File: src/rtl/pipe_stage_reg.sv
// rtl/pipe_stage_reg.sv - inter-stage pipeline register with stall, flush, $0 write suppression and Tnew ageing
//
// Purpose: holds one instruction slot between two CPU pipeline stages. It carries
//   NUM_CH data words, PC, packed control, a register-write request and the
//   forwarding age counter Tnew. A saturating counter reports how many
//   consecutive cycles a valid slot has been held.
// Ports:
//   clk                      rising-edge clock
//   reset                    synchronous, active-low
//   en                       1 = capture inputs, 0 = hold
//   flush                    load a bubble (wins over en)
//   data_in / data_out       NUM_CH*DATA_W, channel k at [k*DATA_W +: DATA_W]
//   pc_in / pc_out           instruction PC (kept through a flush)
//   ctrl_in / ctrl_out       packed control
//   we_in, wa_in / we_out, wa_out   register-file write request and address
//   tnew_in / tnew_out       cycles until the result is ready
//   valid_in / valid_out     slot holds a real instruction
//   hold_cnt                 consecutive held-valid cycles, saturating
module pipe_stage_reg #(
    parameter int NUM_CH   = 3,
    parameter int DATA_W   = 32,
    parameter int CTRL_W   = 2,
    parameter int WA_W     = 5,
    parameter int TNEW_W   = 2,
    parameter int TNEW_DEC = 1,
    parameter int HCNT_W   = 16
) (
    input  logic                     clk,
    input  logic                     reset,
    input  logic                     en,
    input  logic                     flush,
    input  logic [NUM_CH*DATA_W-1:0] data_in,
    input  logic [DATA_W-1:0]        pc_in,
    input  logic [CTRL_W-1:0]        ctrl_in,
    input  logic                     we_in,
    input  logic [WA_W-1:0]          wa_in,
    input  logic [TNEW_W-1:0]        tnew_in,
    input  logic                     valid_in,
    output logic [NUM_CH*DATA_W-1:0] data_out,
    output logic [DATA_W-1:0]        pc_out,
    output logic [CTRL_W-1:0]        ctrl_out,
    output logic                     we_out,
    output logic [WA_W-1:0]          wa_out,
    output logic [TNEW_W-1:0]        tnew_out,
    output logic                     valid_out,
    output logic [HCNT_W-1:0]        hold_cnt
);

    logic [NUM_CH*DATA_W-1:0] data_q, data_d;
    logic [DATA_W-1:0]        pc_q, pc_d;
    logic [CTRL_W-1:0]        ctrl_q, ctrl_d;
    logic                     we_q, we_d;
    logic [WA_W-1:0]          wa_q, wa_d;
    logic [TNEW_W-1:0]        tnew_q, tnew_d;
    logic                     valid_q, valid_d;
    logic [HCNT_W-1:0]        hcnt_q, hcnt_d;

    // Tnew ages by one per cycle when enabled; it sticks at zero rather than wrapping.
    function automatic logic [TNEW_W-1:0] age(input logic [TNEW_W-1:0] x);
        if (TNEW_DEC == 0)
            return x;
        else if (x == '0)
            return '0;
        else
            return x - TNEW_W'(1);
    endfunction

    always_comb begin
        data_d  = data_q;
        pc_d    = pc_q;
        ctrl_d  = ctrl_q;
        we_d    = we_q;
        wa_d    = wa_q;
        tnew_d  = tnew_q;
        valid_d = valid_q;
        hcnt_d  = hcnt_q;
        if (flush) begin
            // Bubble keeps its PC so exceptions/debug can still name the slot.
            data_d  = '0;
            pc_d    = pc_in;
            ctrl_d  = '0;
            we_d    = 1'b0;
            wa_d    = '0;
            tnew_d  = '0;
            valid_d = 1'b0;
            hcnt_d  = '0;
        end else if (en) begin
            data_d  = data_in;
            pc_d    = pc_in;
            ctrl_d  = ctrl_in;
            valid_d = valid_in;
            // Writes to $0 or from an empty slot must never be seen by forwarding.
            if (valid_in && we_in && (wa_in != '0)) begin
                we_d = 1'b1;
                wa_d = wa_in;
            end else begin
                we_d = 1'b0;
                wa_d = '0;
            end
            tnew_d  = age(tnew_in);
            hcnt_d  = '0;
        end else begin
            tnew_d = age(tnew_q);
            if (valid_q && (hcnt_q != '1))
                hcnt_d = hcnt_q + HCNT_W'(1);
        end
    end

    always_ff @(posedge clk) begin
        if (!reset) begin
            data_q  <= '0;
            pc_q    <= '0;
            ctrl_q  <= '0;
            we_q    <= 1'b0;
            wa_q    <= '0;
            tnew_q  <= '0;
            valid_q <= 1'b0;
            hcnt_q  <= '0;
        end else begin
            data_q  <= data_d;
            pc_q    <= pc_d;
            ctrl_q  <= ctrl_d;
            we_q    <= we_d;
            wa_q    <= wa_d;
            tnew_q  <= tnew_d;
            valid_q <= valid_d;
            hcnt_q  <= hcnt_d;
        end
    end

    assign data_out  = data_q;
    assign pc_out    = pc_q;
    assign ctrl_out  = ctrl_q;
    assign we_out    = we_q;
    assign wa_out    = wa_q;
    assign tnew_out  = tnew_q;
    assign valid_out = valid_q;
    assign hold_cnt  = hcnt_q;

endmodule

File: config.mk
export PLATFORM = sky130hd
export DESIGN_NAME = pipe_stage_reg
export DESIGN_NICKNAME = d
export VERILOG_FILES = /design/src/rtl/pipe_stage_reg.sv
export SDC_FILE = /design/constraint.sdc
export NUM_CORES = 1
export LEC_CHECK = 0
export BUFFER_PORTS_ARGS = -buffer_cell sky130_fd_sc_hd__buf_2
export CORE_MARGIN = 5
export CORE_UTILIZATION = 47
export CTS_BUF_LIST = sky130_fd_sc_hd__clkbuf_4
export DETAILED_ROUTE_END_ITERATION = 16
export HOLD_SLACK_MARGIN = 0.02
export PLACE_DENSITY = 0.83
export SLEW_MARGIN = 30
export SYNTH_ARGS = -nofsm -noshare
export SYNTH_HDL_FRONTEND = slang
export SYNTH_SLANG_ARGS = --single-unit
File: constraint.sdc
create_clock -name clk -period 1.7 [get_ports clk]
set_input_delay 0.255 -clock clk [delete_from_list [all_inputs] [get_ports clk]]
set_output_delay 0.255 -clock clk [all_outputs]
set_load 0.01 [all_outputs]
==> results of run 1 <==
-- cells in the final DEF, fill, tap and decap left out, types with 11 or more instances in the layout --
cell type,instances
clkbuf_4,21
dfxtp_1,144
dlygate4sd3_1,139
mux2i_1,99
buf_2,296
nor2_1,108
buf_4,22
nand2_1,74
dfxtp_2,11
a21boi_0,32
-- worst max-delay path, cell delays in order, from the launching register on --
cell     delay (ns)
dfxtp_2        0.39
ha_4           0.14
and2_4         0.13
nand4_1        0.22
or4_1          0.59
a21oi_2        0.13
-- synth_stat cells, types with 2 or more instances --
library cell and number:
dfxtp_1 155, nor2_1 109, mux2i_1 99, nand2_1 74
a21boi_0 32, clkbuf_1 27, a21oi_1 9, buf_2 9
o21ai_0 6, or4_1 6, a22o_1 5, nand3_1 5
nand4_1 5, o31ai_1 5, o41ai_1 3, a211oi_1 2
a31oi_1 2, and2_1 2, inv_1 2, nand2b_1 2
o21a_1 2, or2_2 2
-- cells by family after synthesis --
kind of cell             count (synthesis)  synth area share
AO/OA/AOI/OAI                           69            0.0864
buffers and inverters                   39            0.0279
multiplexers                            99             0.174
adder cells (fa/ha/maj)                  1           0.00220
XOR/XNOR                                 1           0.00154
AND/OR/NAND/NOR                        216             0.163
flip-flops                             155             0.545
-- timing repair --
| item | in CTS | in global routing |
|---|---|---|
| endpoints found under the setup margin | 0 | 15 |
| gates resized for setup | 0 | 17 |
| hold buffers | 139 | 0 |
| hold endpoints to repair | 139 | 0 |
| buffers inserted | 0 | 5 |
-- metal layers --
metal  global-route usage  up-vias  share of wire  wire length, µm
met5                    0        -              0                0
met4                0.208        0          0.067             1430
met3               0.0919      113          0.072             1530
met2                0.492      312           0.50            10700
met1                0.297     2873           0.36             7620
li1                     -     2870              -                -
-- cell type report --
cell class,count,area [µm²]
Sequential cell,155,3120
Antenna cell,4,10.0
Fill cell,708,2800
Clock buffer,21,158
Tap cell,147,184
Inverter,2,7.51
Clock inverter,10,125
Timing Repair Buffer,460,3090
Multi-Input combinational cell,386,2470
-- power breakdown --
part	total [mW]	switching (mW)	internal [mW]	leakage (nW)
Combinational	1.08	0.501	0.584	3.14
Clock	2.34	1.29	1.06	0.158
Sequential	3.83	0.0707	3.76	1.27
Total	7.26	1.86	5.40	4.57
-- stage by stage --
stage	TNS (ns)	util	area, µm²
2_1_floorplan	0	-	5690
3_3_place_gp	0	0.618	7400
3_5_place_dp	0	0.618	7400
4_1_cts	0	0.758	9070
5_1_grt	-0.108	0.765	9160
6_report	0	0.766	9160
-- worst paths after layout --
kind	startpoint	end	slack [ns]	cells past startpoint
max	hold_cnt[1]	hold_cnt[10]	0.04	5
min	en	data_out[60]	0.07	3
max reg2reg	hold_cnt[1]	hold_cnt[10]	0.04	5
min reg2reg	pc_out[15]	pc_out[15]	0.46	2
-- state kept, by name, summed over array words and instances (netlist names) --
signal and count:
we_out 1, hold_cnt 16, pc_out 32, ctrl_out 2
data_out 96, valid_out 1, wa_out 5, tnew_out 2
==> reports/qor.csv, run 1 <==
stage,metric,value,unit
outcome,status,"finished, final reports clean",
floorplanning,die_h,120,µm
floorplanning,rows,40,
sta,setup_viol,0,
synth,syn_area_per_cell,9.82,µm²
setup_path,start_kind,flop,
grt,grt_usage,0.289,
clocking,cts.path.max_buffers,2,
power_and_ir_drop,power,7.26,mW
finish,drive_gt1_frac,0.363,
synth,synth_fp_nets,724,
place,port_buffers,297,
setup_path,cp.required,2.20,ns
synth,synth_cells,580,
clocking,h-tree-depth,4,
synth,synthDistinctLibCells,39,
drt,vias,6168,
grt,antenna_found_initial,3,
floorplanning,fp.dieW,120,µm
hold_path,hold_class,primary input to flop,
sta,slew_viol_final,0,
place,hpwl,11700,µm
synth,ys.flop_type,dfxtp_1,
place,finalWeightedCongestion,0.821,
drt,vias_per_cell,5.21,
clocking,clkTransAtPathRegs,0.13,ns
drt,dr.pass1.iters,5,
sta,timing.final.ws_setup,0.0416,ns
drt,wire_per_inst,17.9,µm
setup_path,cp_max_fo,6,
power_and_ir_drop,power.density,792,mW/mm²
sta,final-hold-violation-count,0,
place,dp.cells,1006,
synth,ys_seq_area_frac,0.545,
clocking,cts_tree,yes,
floorplanning,dieArea,0.0144,mm²
synth,synth_top_cell_by_area,dfxtp_1,
power_and_ir_drop,peakVddDrop,0.782,mV
synth,synth_edf_count,0,
sta,min_period_over_period,0.976,
synth,yosysWarnings,0,
drt,drc_errors,0,
grt,grt_pass1_vias,6524,
grt,grt_pass1_wl,32700,µm
power_and_ir_drop,leakagePower,4.57,nW
floorplanning,start_util,0.476,
sta,hold_ws,0.0736,ns
setup_path,crit_type,flop to flop,
grt,overflow,0,
clocking,clockRootBuffer,clkbuf_4,
synth,syn-cell-area,0.00569,mm²
finish,fin_nets,1166,
sta,fmax,0.603,GHz
synth,yosys-top-cells-area,"dfxtp_1 (55%), mux2i_1 (17%), nor2_1 (7.2%)",
run,maxCapViolCount,0,
setup_path,crit_arrival,2.16,ns
synth,ys_async_sr_fraction,0,
synth,synth_top_area_frac,0.545,
clocking,clkLatencyLatePin,0.57,ns
drt,first_iter_violations,384,
sta,fin_skew,0.0174,ns
clocking,cts_buffers,17,
sta,tightest_slew,0.585,ns
grt,grt_max_degree,91,
floorplanning,io_pins,298,
floorplanning,coreArea,0.0120,mm²
sta,timing.final.crit_period,1.66,ns
finish,area_delta_synth_final,60.9,%
clocking,cts_sinks,155,
finish,finalNonFillerCells,1185,
place,dp_slack,0.0573,ns
setup_path,cp-end-kind,flop,
sta,max-slew-margin-rel,0.610,
drt,finalWirelength,21200,µm
drt,antenna_left,0,
synth,ys_seq_elements,155,
(Power assumes the default switching activity.)
==> run 2: changes to the inputs <==
--- a/config.mk
+++ b/config.mk
@@ -7,11 +7,11 @@
 export LEC_CHECK = 0
 export BUFFER_PORTS_ARGS = -buffer_cell sky130_fd_sc_hd__buf_2
 export CORE_MARGIN = 5
-export CORE_UTILIZATION = 47
+export CORE_UTILIZATION = 50
 export CTS_BUF_LIST = sky130_fd_sc_hd__clkbuf_4
 export DETAILED_ROUTE_END_ITERATION = 16
 export HOLD_SLACK_MARGIN = 0.02
-export PLACE_DENSITY = 0.83
+export PLACE_DENSITY = 0.87
 export SLEW_MARGIN = 30
 export SYNTH_ARGS = -nofsm -noshare
 export SYNTH_HDL_FRONTEND = slang
==> constraint.sdc (replaced) <==
create_clock -name clk -period 2.1 [get_ports clk]
set_input_delay 0.315 -clock clk [delete_from_list [all_inputs] [get_ports clk]]
set_output_delay 0.315 -clock clk [all_outputs]
set_load 0.01 [all_outputs]
==> run 2 against run 1 <==
Net effect: final area fell by 2.3%; combinational power shrank 19%; global-route usage up 2.7 points; routed wire length grew 4.3%; die area decreased by 5.5%; non-clock buffer count decreased by 21; register-to-register slack improved by 0.17 ns; sequential power is 19% lower; clock power is 21% lower; worst hold slack worse by 0.0025 ns.
==> reports/qor.csv, run 2 (synthesized netlist as in run 1, its figures left out) <==
stage,metric,value,unit
floorplanning,fp.dieW,117,µm
setup_path,crit_type,flop to flop,
run,maxCapViolCount,0,
grt,grt.busiest_layer,met2,
drt,wire_per_inst,19.1,µm
sta,timing.final.crit_period,1.89,ns
place,hpwl,11900,µm
sta,min_period_over_period,0.898,
power_and_ir_drop,peakVddDrop,0.465,mV
setup_path,cp-end-kind,flop,
floorplanning,die_h,117,µm
sta,final-hold-violation-count,0,
setup_path,start_kind,flop,
sta,setup_viol,0,
sta,max-slew-margin-rel,0.550,
setup_path,crit_arrival,2.31,ns
place,port_buffers,297,
drt,vias_per_cell,5.35,
grt,grt_max_degree,53,
clocking,clkLatencyLatePin,0.53,ns
clocking,clockRootBuffer,clkbuf_4,
power_and_ir_drop,power.density,653,mW/mm²
clocking,h-tree-depth,4,
clocking,cts_tree,yes,
sta,fmax,0.530,GHz
place,finalWeightedCongestion,0.844,
drt,first_iter_violations,469,
floorplanning,coreArea,0.0113,mm²
grt,grt_pass1_vias,6486,
setup_path,cp.required,2.52,ns
grt,overflow,0,
grt,grtUsageMet3,0.0943,
grt,grt_usage,0.316,
sta,tightest_slew,0.666,ns
clocking,cts.path.max_buffers,2,
finish,nFillCells,641,
sta,tns,0,ns
clocking,clkTransAtPathRegs,0.12,ns
sta,slew_viol_final,0,
drt,drc_errors,0,
grt,antenna_found_initial,3,
finish,area_delta_synth_final,57.2,%
hold_path,hold_class,primary input to flop,
finish,largest_register_ffs,96,
grt,use_met1,0.320,
grt,grtUsageMet2,0.560,
drt,antenna_left,0,
power_and_ir_drop,leakagePower,4.47,nW
grt,grt_pass1_wl,33300,µm
drt,finalWirelength,22100,µm
floorplanning,rows,39,
finish,final_cell_mix,"buf_2 (296), dfxtp_1 (155), dlygate4sd3_1 (134)",
floorplanning,start_util,0.505,
finish,drive_gt1_frac,0.335,
sta,fin_skew,0.00722,ns
outcome,status,"finished, final reports clean",
sta,rsz0062_at_grt,false,
drt,vias,6206,
drt,dr.pass1.iters,5,
clocking,cts_sinks,155,
finish,layout_commonest_cell,buf_2,
finish,fin_nets,1145,
setup_path,cp_max_fo,7,
power_and_ir_drop,power,5.84,mW
clocking,cts_buffers,17,
floorplanning,io_pins,298,
floorplanning,dieArea,0.0136,mm²
==> run 2: changes by cell type in the layout (fill, tap and decap cells not counted), sizes merged <==
cell	delta
buf	-16
clkbuf	-1
clkinv	+2
dlygate4sd3	-5
==> run 2: through the flow <==
step	utilization	area [µm²]	hold slack, ns	setup WS, ns	std cells
floorplan	-	5690	0.440	0.453	580
finish	0.794	8950	0.0711	0.214	1161
CTS	0.791	8920	0.0225	0.190	1156
global placement	0.648	7310	0.430	0.312	991
global route	0.794	8940	0.0214	0.0181	1160
detailed placement	0.648	7310	0.431	0.234	991
==> run 2: cell type report <==
| cell class | instances | area (µm²) | share of cell area |
|---|---|---|---|
| Inverter | 2 | 7.51 | 0.000839 |
| Multi-Input combinational cell | 386 | 2450 | 0.274 |
| Timing Repair Buffer | 439 | 2920 | 0.326 |
| Clock buffer | 20 | 150 | 0.0168 |
| Clock inverter | 12 | 129 | 0.0144 |
| Tap cell | 143 | 179 | 0.0200 |
| Antenna cell | 4 | 10.0 | 0.00112 |
| Sequential cell | 155 | 3100 | 0.347 |
==> run 2: critical path, stage by stage, from the launching register on <==
cell and delay (ns):
dfxtp_1 0.46, nand4_1 0.31, o41ai_1 0.75, xor2_1 0.20, nor2_1 0.05
==> run 2: metal layers <==
metal / wire length, µm / share of wire / vias to the layer above
li1: - / - / 2809
met5: 0 / 0 / -
met3: 1840 / 0.083 / 105
met1: 7430 / 0.34 / 2937
met4: 1370 / 0.062 / 0
met2: 11500 / 0.52 / 355
==> run 2: worst paths after layout <==
kind          startpoint      endpoint  slack (ns)  cells after the start
max          hold_cnt[8]   hold_cnt[0]        0.21                      4
min          data_in[91]  data_out[91]        0.07                      3
max reg2reg  hold_cnt[8]   hold_cnt[0]        0.21                      4
min reg2reg       we_out        we_out        0.45                      2
==> run 2: where the power goes <==
part,internal [mW],switching (mW)
Clock,0.837,1.02
Combinational,0.464,0.416
Sequential,3.04,0.0598
==> run 2: what timing repair did <==
item	4_1_cts	5_1_grt
hold buffers	133	1
setup buffers	0	0
gates resized for setup	0	1
setup endpoints to repair	0	2
hold endpoints to repair	133	1
